### src/rtl/muldiv_seq_pkg.sv
// Shared ALU opcode and multiply/divide unit definitions.
package muldiv_seq_pkg;

    // ALU opcode width and codes, shared with the single-cycle ALU decoder
    localparam int ALUOP_W = 5;
    localparam logic [ALUOP_W-1:0] ALUOP_ADD = 5'd0;
    localparam logic [ALUOP_W-1:0] ALUOP_SUB = 5'd1;
    localparam logic [ALUOP_W-1:0] ALUOP_MUL = 5'd10;
    localparam logic [ALUOP_W-1:0] ALUOP_DIV = 5'd11;

    // Multiply/divide sequencer states
    typedef enum logic [1:0] {
        MD_IDLE = 2'd0,
        MD_BUSY = 2'd1,
        MD_DONE = 2'd2
    } md_state_e;

    // Divide-by-zero result is all-ones; replicate this bit across the result width
    localparam logic MULDIV_DIV0_FILL = 1'b1;

endpackage

### src/rtl/muldiv_seq_if.sv
// Request/response bus between the EX stage and the multiply/divide unit.
interface muldiv_seq_if #(
    parameter int WIDTH = 32
);
    import muldiv_seq_pkg::*;

    logic               in_valid;
    logic               in_ready;
    logic [ALUOP_W-1:0] aluop;
    logic [WIDTH-1:0]   val1;
    logic [WIDTH-1:0]   val2;
    logic               flush;
    logic               out_valid;
    logic               out_ready;
    logic [WIDTH-1:0]   result;
    logic               busy;

    // Pipeline side issues requests and consumes results
    modport master (
        output in_valid, aluop, val1, val2, flush, out_ready,
        input  in_ready, out_valid, result, busy
    );

    // Multiply/divide unit side
    modport slave (
        input  in_valid, aluop, val1, val2, flush, out_ready,
        output in_ready, out_valid, result, busy
    );
endinterface

### src/rtl/muldiv_step.sv
// One iteration of shift-add multiply or restoring divide (combinational).
module muldiv_step
    import muldiv_seq_pkg::*;
#(
    parameter int WIDTH = 32
) (
    input  logic             i_is_div,
    input  logic [WIDTH-1:0] i_acc,    // product accumulator / partial remainder
    input  logic [WIDTH-1:0] i_a,      // multiplicand / divisor
    input  logic [WIDTH-1:0] i_b,      // multiplier / quotient-dividend shift reg
    output logic [WIDTH-1:0] o_acc,
    output logic [WIDTH-1:0] o_a,
    output logic [WIDTH-1:0] o_b
);
    logic [WIDTH:0] w_rem_sh;
    logic [WIDTH:0] w_diff;

    // Remainder gets one extra bit so the compare sees the bit shifted out of rem
    assign w_rem_sh = {i_acc, i_b[WIDTH-1]};
    assign w_diff   = w_rem_sh - {1'b0, i_a};

    // Select the next-state values for the active operation
    always_comb begin
        o_acc = i_acc;
        o_a   = i_a;
        o_b   = i_b;
        if (i_is_div) begin
            // Restoring step: keep the subtraction only when it does not borrow
            if (!w_diff[WIDTH]) begin
                o_acc = w_diff[WIDTH-1:0];
                o_b   = {i_b[WIDTH-2:0], 1'b1};
            end else begin
                o_acc = w_rem_sh[WIDTH-1:0];
                o_b   = {i_b[WIDTH-2:0], 1'b0};
            end
        end else begin
            if (i_b[0]) o_acc = i_acc + i_a;
            o_a = i_a << 1;
            o_b = i_b >> 1;
        end
    end
endmodule

### src/rtl/muldiv_seq.sv
// Iterative multiply/divide unit: one bit per cycle, valid/ready on both sides.
module muldiv_seq
    import muldiv_seq_pkg::*;
#(
    parameter int WIDTH = 32
) (
    input  logic        clk,
    input  logic        rst,
    muldiv_seq_if.slave bus
);
    localparam int CW = $clog2(WIDTH);

    md_state_e        r_state;
    logic [CW-1:0]    r_count;
    logic [WIDTH-1:0] r_acc;
    logic [WIDTH-1:0] r_a;
    logic [WIDTH-1:0] r_b;
    logic             r_is_div;
    logic [WIDTH-1:0] r_result;
    logic             r_out_valid;

    logic [WIDTH-1:0] w_acc_nxt;
    logic [WIDTH-1:0] w_a_nxt;
    logic [WIDTH-1:0] w_b_nxt;

    muldiv_step #(.WIDTH(WIDTH)) u_step (
        .i_is_div (r_is_div),
        .i_acc    (r_acc),
        .i_a      (r_a),
        .i_b      (r_b),
        .o_acc    (w_acc_nxt),
        .o_a      (w_a_nxt),
        .o_b      (w_b_nxt)
    );

    assign bus.in_ready  = (r_state == MD_IDLE);
    assign bus.busy      = (r_state != MD_IDLE);
    assign bus.out_valid = r_out_valid;
    assign bus.result    = r_result;

    // Sequencer: accept, iterate WIDTH steps, hold result until consumed
    always_ff @(posedge clk or posedge rst) begin
        if (rst) begin
            r_state     <= MD_IDLE;
            r_count     <= '0;
            r_acc       <= '0;
            r_a         <= '0;
            r_b         <= '0;
            r_is_div    <= 1'b0;
            r_result    <= '0;
            r_out_valid <= 1'b0;
        end else if (bus.flush) begin
            // Abort wins over any handshake in the same cycle
            r_state     <= MD_IDLE;
            r_count     <= '0;
            r_out_valid <= 1'b0;
        end else begin
            case (r_state)
                MD_IDLE: begin
                    if (bus.in_valid) begin
                        r_a      <= bus.val1;
                        r_b      <= bus.val2;
                        r_acc    <= '0;
                        r_count  <= '0;
                        r_is_div <= (bus.aluop == ALUOP_DIV);
                        if (bus.aluop == ALUOP_MUL) begin
                            r_state <= MD_BUSY;
                        end else if (bus.aluop == ALUOP_DIV && bus.val2 == '0) begin
                            r_result    <= {WIDTH{MULDIV_DIV0_FILL}};
                            r_out_valid <= 1'b1;
                            r_state     <= MD_DONE;
                        end else if (bus.aluop == ALUOP_DIV) begin
                            // Divisor sits in the a register, dividend shifts out of b
                            r_a     <= bus.val2;
                            r_b     <= bus.val1;
                            r_state <= MD_BUSY;
                        end else begin
                            r_result    <= '0;
                            r_out_valid <= 1'b1;
                            r_state     <= MD_DONE;
                        end
                    end
                end
                MD_BUSY: begin
                    r_acc   <= w_acc_nxt;
                    r_a     <= w_a_nxt;
                    r_b     <= w_b_nxt;
                    r_count <= r_count + 1'b1;
                    if (r_count == CW'(WIDTH - 1)) begin
                        r_result    <= r_is_div ? w_b_nxt : w_acc_nxt;
                        r_out_valid <= 1'b1;
                        r_count     <= '0;
                        r_state     <= MD_DONE;
                    end
                end
                MD_DONE: begin
                    if (bus.out_ready) begin
                        r_out_valid <= 1'b0;
                        r_state     <= MD_IDLE;
                    end
                end
                default: begin
                    r_out_valid <= 1'b0;
                    r_state     <= MD_IDLE;
                end
            endcase
        end
    end
endmodule
### src/flat_wrapper.sv
// flat-port wrapper written by rule: the top's interface ports become plain ports
module muldiv_seq_flat import muldiv_seq_pkg::*;
#(
    parameter int WIDTH = 32
)
  (clk, rst, bus_in_valid, bus_aluop, bus_val1, bus_val2, bus_flush, bus_out_ready, bus_in_ready, bus_out_valid, bus_result, bus_busy);
  muldiv_seq_if #(.WIDTH(WIDTH)) bus_i ();
  input  logic clk;
  input  logic rst;
  input wire logic [$bits(bus_i.in_valid)-1:0] bus_in_valid;
  input wire logic [$bits(bus_i.aluop)-1:0] bus_aluop;
  input wire logic [$bits(bus_i.val1)-1:0] bus_val1;
  input wire logic [$bits(bus_i.val2)-1:0] bus_val2;
  input wire logic [$bits(bus_i.flush)-1:0] bus_flush;
  input wire logic [$bits(bus_i.out_ready)-1:0] bus_out_ready;
  output wire logic [$bits(bus_i.in_ready)-1:0] bus_in_ready;
  output wire logic [$bits(bus_i.out_valid)-1:0] bus_out_valid;
  output wire logic [$bits(bus_i.result)-1:0] bus_result;
  output wire logic [$bits(bus_i.busy)-1:0] bus_busy;
  assign bus_i.in_valid = bus_in_valid;
  assign bus_i.aluop = bus_aluop;
  assign bus_i.val1 = bus_val1;
  assign bus_i.val2 = bus_val2;
  assign bus_i.flush = bus_flush;
  assign bus_i.out_ready = bus_out_ready;
  assign bus_in_ready = bus_i.in_ready;
  assign bus_out_valid = bus_i.out_valid;
  assign bus_result = bus_i.result;
  assign bus_busy = bus_i.busy;
  muldiv_seq #(.WIDTH(WIDTH)) u_core (.clk(clk), .rst(rst), .bus(bus_i));
endmodule
### config.mk
export PLATFORM = sky130hd
export DESIGN_NAME = muldiv_seq_flat
export DESIGN_NICKNAME = d
export VERILOG_FILES = /design/src/rtl/muldiv_seq_pkg.sv /design/src/rtl/muldiv_seq_if.sv /design/src/rtl/muldiv_step.sv /design/src/rtl/muldiv_seq.sv /design/src/flat_wrapper.sv
export SDC_FILE = /design/constraint.sdc
export NUM_CORES = 1
export LEC_CHECK = 0
export ABC_AREA = 1
export ABC_CLOCK_PERIOD_IN_PS = 5200
export BUFFER_PORTS_ARGS = -buffer_cell sky130_fd_sc_hd__buf_2
export CAP_MARGIN = 5
export CORE_ASPECT_RATIO = 0.5
export CORE_UTILIZATION = 40
export DETAILED_ROUTE_END_ITERATION = 12
export SLEW_MARGIN = 20
export SYNTH_ARGS = -nofsm -noshare
export SYNTH_HDL_FRONTEND = slang
export SYNTH_SLANG_ARGS = --single-unit
### constraint.sdc
create_clock -name clk -period 5.2 [get_ports clk]
set_clock_uncertainty 0.2 [all_clocks]
set_input_delay 0.26 -clock clk [delete_from_list [all_inputs] [get_ports clk]]
set_output_delay 0.26 -clock clk [all_outputs]
set_load 0.02 [all_outputs]
# Word-level counts from Yosys, hierarchy flattened
# Index checks and enable logic that the tools add are counted.
[word_totals] register_bits=137 inputBits=74 wordCells=85
[classes] addsub=3 eq_ne=15 mux=45 bitwise=1 reduce_logical=13
[ops] op="32-bit 2-to-1 mux" count=20
[ops] op="32-bit case mux with 2 select lines" count=4
[ops] op="33-bit by 32-bit subtractor with 33-bit output" count=1
[ops] op="32-bit adder" count=1
[ops] op="32-bit zero test" count=1
[ops] op="5-bit 2-to-1 mux" count=3
[ops] op="2-bit 2-to-1 mux" count=7
[ops] op="3-bit inequality test (second input constant)" count=4
[ops] op="5-bit by 4-bit == test with 1-bit output (second input constant)" count=2
[ops] op="5-bit case mux with 2 select lines" count=1
[ops] op="3-bit AND reduction" count=3
[ops] op="1-bit 2-to-1 mux" count=8
[ops] op="2-bit inequality test (second input constant)" count=3
[ops] op="2-bit case mux with 3 select lines" count=1
[ops] op="6-bit AND reduction" count=1
[ops] op="5-bit by 1-bit adder with 5-bit output (second input constant)" count=1
[ops] op="5-bit == test (second input constant)" count=1
[ops] op="5-bit AND reduction" count=1
[ops] op="4-bit inequality test (second input constant)" count=1
[ops] op="4-bit AND reduction" count=1
[ops] op="2-bit nonzero test" count=2
[ops] op="3-bit by 2-bit inequality test with 1-bit output (second input constant)" count=1
[ops] op="1-bit case mux with 3 select lines" count=1
[ops] op="3-bit nonzero test" count=1
[ops] op="7 further kinds" count=7

# Depth between registers and ports, before layout
[depth] ltp_word=7 depth_mapped=21 ltp_nobuf=19

# By module
# Synthesis repeated with hierarchy kept, for this count alone.
[unflattened] hier_cells=2492 hier_area_um2=14121.0
[by_module_without_submodules] module="muldiv_seq" n_inst=1 cells_per_inst=1146 area_each_um2=7791.2
[by_module_without_submodules] module="muldiv_step" n_inst=1 cells_per_inst=1346 area_each_um2=6329.8

# Worst setup path after synthesis
# No wires, ideal clock.
[synth_timing] kind="flip-flop to flip-flop" start="register u_core.r_b[31]" end="register u_core.r_acc[0]" setup_time_ns=0.117 arrival_ns=2.273 t_required_ns=4.883 slack_ns=2.610 path_stages_with_launch=22 path_buffers=2 period_less_slack_ns=2.590 cell_sequence="dfrtp_1 > inv_1 > ha_1 > fa_1 > inv_1 > nand3_1 > nand2_2 > nand2_1 > nand2_2 > nand2_2 > nand2_4 > nand2_4 > nand2_2 > nand2_2 > nand2_2 > buf_6 > buf_12 > nand2_1 > nand2_1 > nand2_1 > nand3_1 > nand2_1"
[synth_via] elab_chain_cells=4
[synth_lines] element="start, declared" line_no="muldiv_seq.sv:17" source="logic [WIDTH-1:0] r_b;"
[synth_lines] element="start signal, assigned" line_no="muldiv_seq.sv:62" source="r_b <= bus.val2;"
[synth_lines] element="start signal, assigned" line_no="muldiv_seq.sv:75" source="r_b <= bus.val1;"
[synth_lines] element="start signal, assigned" line_no="muldiv_seq.sv:87" source="r_b <= w_b_nxt;"
[synth_lines] element="33-bit by 32-bit subtractor with 33-bit output" line_no="muldiv_step.sv:20" source="assign w_diff = w_rem_sh - {1'b0, i_a};"
[synth_lines] element="32-bit 2-to-1 mux *" line_no="muldiv_step.sv:29" source="if (!w_diff[WIDTH]) begin"
[synth_lines] element="32-bit 2-to-1 mux *" line_no="muldiv_step.sv:27" source="if (i_is_div) begin"
[synth_lines] element="32-bit case mux with 2 select lines *" line_no="muldiv_seq.sv:58" source="case (r_state)"
[synth_lines] element="end signal, assigned" line_no="muldiv_seq.sv:85" source="r_acc <= w_acc_nxt;"
[synth_lines] element="end, declared" line_no="muldiv_seq.sv:15" source="logic [WIDTH-1:0] r_acc;"
# Every way passes the cells marked *; elsewhere a longest branch is shown, timed or not.
# A chain may end at the register's enable or synchronous reset.

# Worst setup path after layout
[layout_timing] start="register u_core.r_b[31]" end="register u_core.r_acc[14]"
[layout_via] elab_chain_cells=4
[layout_lines] element="33-bit by 32-bit subtractor with 33-bit output" line_no="muldiv_step.sv:20"
[layout_lines] element="32-bit 2-to-1 mux" line_no="muldiv_step.sv:29"
[layout_lines] element="32-bit 2-to-1 mux" line_no="muldiv_step.sv:27"
[layout_lines] element="32-bit case mux with 2 select lines" line_no="muldiv_seq.sv:58"
# Every way passes these cells.

==> impl_metrics.yaml <==
placement:
  dp_hpwl_mm: 38.4
  gp_congestion: 1.02
  placed_cell_area_um2: 14100
  portBuffers: 108
synth:
  yosysSeqAreaShare_pct: 25.9
  netlist_area_um2: 13200
  syn_inst: 2193
  synth_seq_cells: 137
  ys_types: 49
  syn_nets: 2334
  synth_warnings: 0
  syn_area_per_cell_um2: 6.03
die:
  die_x_um: 259
  io_pins: 109
  coreArea_um2: 32100
  start_util_pct: 41.2
  row_count: 46
  die_y_um: 131
  dieArea_um2: 33900
route:
  drt_iter0_drc: 1615
  wl_mm: 49.8
  routed_via_density: 5.39
  first_pass_iters: 6
  detail_route.wl_per_cell_um: 18.4
  vias: 14600
  drc: 0
  antenna_left: 0
global_routing:
  grt_pass1_vias: 12900
  gr-total-overflow: 0
  antenna_found_initial: 1
  grt_util_all_layers_pct: 29.6
  grt_max_degree: 99
  grt_pass1_wl_mm: 75.4
final_layout:
  nNetsFinal: 2398
  area_delta_synth_final_pct: 11.3
  fillers: 3453
  utilization_pct: 45.9
  finalInstanceArea_um2: 14700
  drive_above_1_share_pct: 9.74
pwr:
  p_per_area_nw_per_um2: 382
  swShare_pct: 48.0
  combPwrFrac_pct: 48.2
  p_leak_nw: 8.22
  p_clk_share_pct: 22.9
  peakVddDrop_v: 0.000299
  p_switching_mw: 2.70
  seqPwrFrac_pct: 28.9
  p_int_mw: 2.93
worst_setup_path:
  critPathKind: "reg -> reg"
  cp-end-kind: "register"
  cp.arrival_ns: 3.52
  cp.required_ns: 5.33
  path_max_fanout: 32
  r2r_cells: 19
  cp-start-kind: "register"
clock_network:
  clk_pin_slew_worst_paths_ns: 0.06
  post_cts_resized: 0
  cts_tree: "built"
  cts-buffers-inserted: 17
  cts_htree_levels: 4
  worst_skew_pair.late_latency_ns: 0.45
  cts-root-buf: "clkbuf_16"
  cts_sinks: 137
  post_cts_buffers: 0
  cts_max_path_buffers: 2
run_status:
  status: "complete, but fails checks"
  violations: "negative hold slack"
timing:
  period_minus_slack_ns: 3.38
  period_share_pct: 65.0
  hold_violations: 1
  slew_viol_final: 0
  setup_viol: 0
  maxSlewHeadroom_pct: 29.8
  holdWs_ns: -0.000449
  setup_tns_ns: 0
  tightest_slew_ns: 1.05
  rsz0062_at_grt: "false"
  fmax_mhz: 296
worst_hold_path:
  holdPathStages: 4
  holdCritPathClass: "in -> reg"
flow_run:
  cap_violations: 0
-- per-stage QoR --
stage	total power, mW	setup WS, ns	hold slack, ns	std cells
floorplan	3.35	1.07	0.159	2193
global placement	4.26	1.99	0.155	2661
detailed placement	4.25	1.90	0.166	2661
CTS	5.56	1.88	0.000134	2702
global route	5.98	1.61	0.0121	2703
finish	5.63	1.82	-0.000449	2703
-- worst paths after layout --
path                       slack [ns]                   end         startpoint
setup / recovery                 1.82      u_core.r_acc[14]     u_core.r_b[31]
hold / removal                -0.0004        u_core.r_b[17]       bus_val1[17]
setup reg to reg                 1.82      u_core.r_acc[14]     u_core.r_b[31]
hold reg to reg                  0.30     u_core.r_count[0]  u_core.r_count[0]
max in group asynchronous        3.51      u_core.r_acc[19]                rst
min in group asynchronous        0.22  u_core.bus.result[5]                rst
-- power by group through the flow --
stage	combinational [mW]	clock, mW	sequential [mW]
floorplan	1.65	0	1.70
global placement	2.62	0	1.64
detailed placement	2.62	0	1.63
CTS	2.65	1.29	1.62
global route	2.98	1.33	1.66
finish	2.72	1.29	1.63
-- worst max-delay path, stage by stage (launching register included) --
cell and delay [ns]:
dfrtp_1 0.39, inv_1 0.08, ha_1 0.23, fa_1 0.53, inv_1 0.09, nand3_1 0.08, nand2_2 0.12, nand2_1 0.07
nand2_2 0.10, nand2_2 0.07, nand2_4 0.09, nand2_4 0.06, nand2_2 0.08, nand2_1 0.06, nand2_2 0.55, nand2_1 0.19
nand2_1 0.10, nand2_1 0.05, nand3_1 0.08, nand2_1 0.05
-- routing by layer --
metal | global-route usage [%] | share of wire [%] | wire [µm] | vias up
met1 | 45.6 | 49 | 24300 | 6743
met5 | 0 | 0 | 0 | -
met4 | 6.02 | 1.5 | 730 | 0
li1 | - | - | - | 7164
met3 | 7.74 | 11 | 5710 | 47
met2 | 40.4 | 38 | 19000 | 627
-- Yosys cell counts, drive strengths merged --
master | number | area, µm²
nand2 | 900 | 3440
inv | 332 | 1250
a21oi | 157 | 805
dfrtp | 137 | 3430
nand3 | 132 | 666
nor2 | 103 | 412
ha | 65 | 813
o211ai | 63 | 473
clkbuf | 47 | 178
buf | 42 | 240
o21ai | 38 | 201
a22oi | 31 | 233
a31oi | 30 | 188
a22o | 28 | 245
nand4 | 19 | 119
xnor2 | 17 | 149
nor3 | 12 | 70.1
o21bai | 8 | 60.1
nand3b | 7 | 52.6
nor4 | 3 | 18.8
or2 | 3 | 18.8
xor2 | 3 | 26.3
a21o | 2 | 15.0
a32o | 2 | 20.0
and2 | 2 | 12.5
fa | 2 | 40.0
o21a | 2 | 15.0
a21boi | 1 | 7.51
and3 | 1 | 6.26
clkinv | 1 | 3.75
o221ai | 1 | 15.0
o22ai | 1 | 6.26
o31ai | 1 | 7.51
-- sequential cells by signal, indices dropped and copies added (netlist names) --
register,count
u_core.r_state,2
u_core.r_acc,32
u_core.bus.out_valid,1
u_core.r_count,5
u_core.r_is_div,1
u_core.r_a,32
u_core.r_b,32
u_core.bus.result,32
-- what timing repair did --
action,CTS,global route
hold buffers,9,0
endpoints found under the hold margin,62,0
setup endpoints to repair,0,0
-- final cells by class --
cell class | instances | area, µm² | area share [%]
Antenna cell | 1 | 2.50 | 0.0170
Clock buffer | 18 | 429 | 2.91
Clock inverter | 14 | 161 | 1.10
Inverter | 333 | 1250 | 8.52
Multi-Input combinational cell | 1634 | 8160 | 55.4
Sequential cell | 137 | 3430 | 23.3
Tap cell | 432 | 541 | 3.67
Timing Repair Buffer | 134 | 758 | 5.15
-- layout by cell type (no fill, tap or decap), types with 3 or more instances in the layout --
cell	instances
nand3b_1	7
xnor2_1	17
nand2_2	20
nor4_1	3
nand3_1	131
o21bai_1	8
a22oi_1	31
clkbuf_16	17
nand2_1	878
a22o_1	28
o211ai_1	63
ha_1	65
inv_2	20
a21oi_1	154
xor2_1	3
nor3_1	10
o21ai_0	36
inv_1	311
or2_2	3
buf_4	17
buf_2	108
a31oi_1	30
nand4_1	19
clkinv_4	3
dlygate4sd3_1	9
nor2_1	93
inv_6	5
dfrtp_1	136
nor2_4	3
nor2_2	7
-- logic make-up (layout without fill, tap and decap cells) --
group	after synthesis	in the layout	synth area share, %
AOI/OAI and AO/OA	365	365	17.3
xor gates and xnor gates	20	20	1.32
adders and majority gates	67	67	6.45
buffers and inverters	422	499	12.6
DFF	137	137	25.9
other	0	1	0
and+or+nand+nor	1182	1182	36.4
(Power assumes the default switching activity.)
